**src/rtl/analog_spinner.sv**
```systemverilog
// Spinner angle generator for MCR2 dial inputs: converts analog stick X or
// left/right buttons into an 8-bit wrapping angle, updated once per video frame.
module analog_spinner #(
  parameter int unsigned DEADZONE = 8,
  parameter int unsigned SHIFT    = 4,
  parameter int unsigned MAX_STEP = 15
) (
  input  logic       clock_40,
  input  logic       reset_n,
  input  logic       vsync,
  input  logic [7:0] analog_x,
  input  logic       use_analog,
  input  logic       btn_left,
  input  logic       btn_right,
  output logic [7:0] spin_angle,
  output logic       step_valid
);

  localparam int unsigned SUM_W  = 9;
  localparam int unsigned HOLD_W = 5;
  localparam int unsigned MAG_W  = 7;

  typedef enum logic [1:0] {
    WAIT_VS = 2'd0,
    CALC    = 2'd1,
    APPLY   = 2'd2
  } state_e;

  state_e              state_q;
  logic                vs_meta_q, vs_sync_q, vs_dly_q;
  logic [7:0]          angle_q;
  logic                valid_q;
  logic [7:0]          step_q;
  logic [SHIFT-1:0]    frac_q;
  logic [HOLD_W-1:0]   hold_q;
  logic                dir_q;

  logic                vs_edge_c;
  logic [7:0]          mag_c;
  logic                analog_sel_c;
  logic                one_btn_c;
  logic [SUM_W-1:0]    sum_c;
  logic [SUM_W-1:0]    amag_c;
  logic [HOLD_W-1:0]   hold_eff_c;
  logic [3:0]          bmag_c;
  logic [MAG_W-1:0]    step_mag_c;
  logic                step_neg_c;
  logic [7:0]          step_d;
  logic [SHIFT-1:0]    frac_d;
  logic [HOLD_W-1:0]   hold_d;
  logic                dir_d;

  // Flops reset high so a vsync already high at reset release is not an edge.
  assign vs_edge_c = vs_sync_q & ~vs_dly_q;

  assign mag_c        = analog_x[7] ? 8'(~analog_x + 8'd1) : analog_x;
  assign analog_sel_c = use_analog && (mag_c > 8'(DEADZONE));
  assign one_btn_c    = btn_left ^ btn_right;
  assign sum_c        = SUM_W'(mag_c) - SUM_W'(DEADZONE) + SUM_W'(frac_q);
  assign amag_c       = sum_c >> SHIFT;
  // A direction change restarts acceleration from zero.
  assign hold_eff_c   = ((hold_q != '0) && (dir_q != btn_right)) ? '0 : hold_q;
  assign bmag_c       = 4'd1 + {1'b0, hold_eff_c[4:2]};

  always_comb begin
    step_mag_c = '0;
    step_neg_c = 1'b0;
    frac_d     = '0;
    hold_d     = '0;
    dir_d      = dir_q;
    if (analog_sel_c) begin
      step_neg_c = analog_x[7];
      if (amag_c > SUM_W'(MAX_STEP)) begin
        step_mag_c = MAG_W'(MAX_STEP);
      end else begin
        step_mag_c = MAG_W'(amag_c);
        frac_d     = sum_c[SHIFT-1:0];
      end
    end else if (one_btn_c) begin
      step_neg_c = btn_left;
      dir_d      = btn_right;
      if (SUM_W'(bmag_c) > SUM_W'(MAX_STEP)) begin
        step_mag_c = MAG_W'(MAX_STEP);
      end else begin
        step_mag_c = MAG_W'(bmag_c);
      end
      hold_d = (hold_eff_c == 5'd31) ? 5'd31 : hold_eff_c + 5'd1;
    end
    step_d = step_neg_c ? 8'(~{1'b0, step_mag_c}) + 8'd1 : {1'b0, step_mag_c};
  end

  always_ff @(posedge clock_40 or negedge reset_n) begin
    if (!reset_n) begin
      state_q   <= WAIT_VS;
      vs_meta_q <= 1'b1;
      vs_sync_q <= 1'b1;
      vs_dly_q  <= 1'b1;
      angle_q   <= '0;
      valid_q   <= 1'b0;
      step_q    <= '0;
      frac_q    <= '0;
      hold_q    <= '0;
      dir_q     <= 1'b0;
    end else begin
      vs_meta_q <= vsync;
      vs_sync_q <= vs_meta_q;
      vs_dly_q  <= vs_sync_q;
      valid_q   <= 1'b0;
      case (state_q)
        WAIT_VS: if (vs_edge_c) state_q <= CALC;
        CALC: begin
          step_q  <= step_d;
          frac_q  <= frac_d;
          hold_q  <= hold_d;
          dir_q   <= dir_d;
          state_q <= APPLY;
        end
        APPLY: begin
          angle_q <= angle_q + step_q;
          valid_q <= 1'b1;
          state_q <= WAIT_VS;
        end
        default: state_q <= WAIT_VS;
      endcase
    end
  end

  assign spin_angle = angle_q;
  assign step_valid = valid_q;

endmodule
```
**config.mk**
```make
export PLATFORM = sky130hd
export DESIGN_NAME = analog_spinner
export DESIGN_NICKNAME = d
export VERILOG_FILES = /design/src/rtl/analog_spinner.sv
export SDC_FILE = /design/constraint.sdc
export NUM_CORES = 1
export LEC_CHECK = 0
export ABC_AREA = 1
export CORE_MARGIN = 8
export CORE_UTILIZATION = 38
export CTS_CLUSTER_DIAMETER = 50
export DETAILED_ROUTE_END_ITERATION = 10
export MAX_ROUTING_LAYER = met4
export PLACE_DENSITY = 0.53
export SYNTH_ARGS = -nofsm -noshare
export SYNTH_HDL_FRONTEND = slang
export SYNTH_SLANG_ARGS = --single-unit
```
**constraint.sdc**
```tcl
create_clock -name clock_40 -period 3.4 [get_ports clock_40]
set_clock_uncertainty 0.15 [all_clocks]
set_input_delay 0.34 -clock clock_40 [delete_from_list [all_inputs] [get_ports clock_40]]
set_output_delay 0.34 -clock clock_40 [all_outputs]
set_load 0.01 [all_outputs]
```
==> qor.csv <==
stage,metric,value,unit
yosys,synth.area.mux_share,0,%
worst_setup_path,regToRegStartpoint,frac_q[1]$_DFFE_PN0P_,
worst_setup_path,crit_buf_inv,3,
worst_setup_path,critical_path_class,in -> reg,
timing,fin_ws,0.265,ns
timing,min_period,3.13,ns
cts,cts_tree,yes,
final_layout,finish.net_count,413,
cts,numCtsBuffers,5,
yosys,yosys.area.top_type,dfrtp_1,
worst_setup_path,cp_max_fo,4,
detailed_routing,num_vias,2077,
timing,slew_violations,0,
worst_setup_path,startpoint,analog_x[7],
power_and_ir_drop,powerDensity,521,nW/um2
final_layout,num-fill-cells,589,
yosys,synth_cell_types,35,
timing,final-hold-violation-count,0,
detailed_routing,drt-initial-drc-count,74,
yosys,synthSimpleGateAreaFrac,29.6,%
power_and_ir_drop,leakage,1.58,nW
final_layout,drive_above_1_share,20.2,%
placed_design,io_buffers,22,
floorplanning,rows,29,
yosys,yosys-top-cells-area,"dfrtp_1 30%, nand2_1 12%, ha_1 12%",
timing,tns,0,ns
detailed_routing,routed_wl,5010,um
global_route,grt-ovfl-total,0,
yosys,synthXorXnorAreaFrac,2.57,%
cts,htree_levels,2,
cts,worst_skew_pair.late_latency,0.28,ns
detailed_routing,avgRoutedWirePerCell,11.1,um
final_layout,multi_input_area,1410,um2
global_route,grt_max_degree,33,
timing,worst_pin_slew,0.475,ns
timing,setup_violations,0,
cts,cts_root_buffer,clkbuf_8,
placed_design,hpwlAfterDp,3880,um
floorplanning,coreArea,6200,um2
yosys,ys_seq_area_share,33.7,%
timing,relSlewSlack,68.3,%
yosys,ys_ff_latch,32,
run_status,status,"finished, final reports clean",
worst_setup_path,cp_slowest_cell,clkdlybuf4s50_1,
placed_design,dp_cells,441,
yosys,netlist_instances,321,
yosys,ys_async_sr_fraction,100,%
floorplanning,start_util,38.5,%
final_layout,antenna_cells,0,
yosys,synth-edff-count,0,
power_and_ir_drop,power,1.59,mW
detailed_routing,antenna_left,0,
yosys,synth_top_family_by_area,simple AND/OR/NAND/NOR gates,
timing,rsz0062_at_grt,false,
cts,clk_pin_slew,0.07,ns
timing,worst_hold_slack,0.206,ns
floorplanning,die_area,9080,um2
final_layout,area_delta_synth_final,27.7,%
global_route,antenna_found_initial,0,
floorplanning,fp.dieH,95.3,um
floorplanning,io_pins,23,
global_route,grt_pass1_vias,1965,
yosys,synth_compound_area_share,11.2,%
worst_setup_path,cp.arrival,3.13,ns
final_layout,final_cells,453,
detailed_routing,drt_pass1_iterations,6,
run,drv_cap,0,
timing,final.period_utilization,92.2,%
yosys,syn-num-nets,359,
worst_setup_path,slowest_delay,0.52,ns
yosys,ys_warn_count,0,
floorplanning,die_x,95.3,um
final_layout,regArea,805,um2
worst_setup_path,cpMostUsedCell,nand2_2,
global_route,track_usage,12.0,%
detailed_routing,viasPerCell,4.58,
worst_setup_path,end_kind,flop,
global_route,grt_pass1_wl,8540,um
placed_design,pre_cts_ws,-0.470,ns
yosys,post-synth-top-area-fraction,30.4,%
placed_design,gp_congestion,0.830,
yosys,synth_area,2390,um2
cts,clkSinkCount,32,
yosys,syn_avg_cell_area,7.44,um2
worst_setup_path,worstPathCellList,"clkdlybuf4s50_1, inv_4, nor2_2, xor2_2, ha_1, ha_1, nand3_1, and2_1, inv_2, nand4_4, nand2_2, nand2_2, nand2_2, nand3_2, a21oi_4, ha_4, a21oi_1, o21ai_0",
cts,cts_buffer_depth,2,
worst_setup_path,required,3.39,ns
worst_hold_path,hold_path.startpoint,vs_sync_q$_DFF_PN1_,
detailed_routing,drcViolationCount,0,
timing,fmax,319,MHz
worst_setup_path,critPathTopFamily,simple AND/OR/NAND/NOR gates,
yosys,synth_fa_ha_area_share,13.2,%
worst_hold_path,hold_path.class,reg -> reg,
yosys,ys.flop_type,dfrtp_1,
power_and_ir_drop,vdd_ir_drop_max,0.000254,V
worst_setup_path,start_kind,primary input,
## layout by cell type, fill, tap and decap left out, types with 9 or more instances in the layout
| cell type | synthesis | routed |
|---|---|---|
| nand3_1 | 16 | 16 |
| nor2_1 | 29 | 28 |
| nand2_2 | 8 | 9 |
| nand2_1 | 74 | 73 |
| inv_1 | 51 | 48 |
| buf_4 | 1 | 29 |
| dfrtp_1 | 29 | 29 |
| o21ai_0 | 24 | 23 |
| ha_1 | 22 | 19 |
| clkdlybuf4s50_1 | 0 | 20 |
## routing by layer
metal	vias to the layer above	GRT usage (%)	share of wire (%)
li1	1129	-	-
met1	922	15.2	51
met2	21	18.8	44
met3	5	1.97	3.2
met4	0	4.68	1.3
met5	-	-	0
## cell type report
cell class | count | share of cell area, %
Clock buffer | 7 | 2.50
Clock inverter | 1 | 0.164
Inverter | 55 | 7.01
Multi-Input combinational cell | 230 | 46.3
Sequential cell | 32 | 26.4
Tap cell | 77 | 3.16
Timing Repair Buffer | 51 | 14.5
## state kept, by name, indices dropped and copies added, names as in the netlist
name	flops
dir_q	1
frac_q	4
hold_q	5
spin_angle	8
state_q	2
step_q	8
step_valid	1
vs_dly_q	1
vs_meta_q	1
vs_sync_q	1
## through the flow
step                cell area, um2  utilization (%)
floorplan                     2390                -
global placement              2870             46.3
detailed placement            2870             46.3
CTS                           2980             48.1
global route                  3050             49.2
finish                        3050             49.2
## power by group
group	internal [mW]	total, mW	switching (mW)
sequential	0.480	0.552	0.0719
combinational	0.361	0.754	0.393
clock	0.144	0.286	0.142
total	0.984	1.59	0.607
## path summary, 6_finish.rpt
check                           slack (ns)  depth (start not counted)                         to
worst max-delay path                  0.27                         18      step_q[1]$_DFFE_PN0P_
worst min-delay path                  0.21                          0         vs_dly_q$_DFF_PN1_
worst max register to register        0.78                         14      step_q[1]$_DFFE_PN0P_
worst min register to register        0.21                          0         vs_dly_q$_DFF_PN1_
max in group asynchronous             2.47                          2        vs_sync_q$_DFF_PN1_
min in group asynchronous             0.30                          2  spin_angle[7]$_DFFE_PN0P_
## worst register-to-register path: cells and delay by family, from the launching register on
kind	cells	cell delay, ns
buffers and inverters	1	0.05
DFF	1	0.39
AOI/OAI and AO/OA	4	0.46
and+or+nand+nor	5	0.42
adders and majority gates	4	1.02
## kinds of logic (layout without fill, tap and decap cells)
logic type,after synthesis,count (layout)
flip-flops,32,32
adder cells (fa/ha/maj),24,24
buffers and inverters,59,114
AND/OR/NAND/NOR,152,152
XOR/XNOR,7,7
AO/OA/AOI/OAI,47,47
## repair_timing
item | 4_1_cts | 5_1_grt
hold buffers | 0 | 0
gates resized for setup | 4 | 14
pin swaps | 6 | 13
setup buffers | 2 | 2
setup endpoints to repair | 7 | 9
cloned | 0 | 0
## cells in the mapped netlist (4+ instances only)
master and instances:
o21ai_0 24, xor2_1 6, ha_1 22, nand3_2 4, nor3_1 4, nand3_1 16
dfrtp_1 29, nand2_2 8, nand4_1 4, nor2_1 29, a21oi_1 8, nand2_1 74
inv_1 51
(Power assumes the default switching activity.)
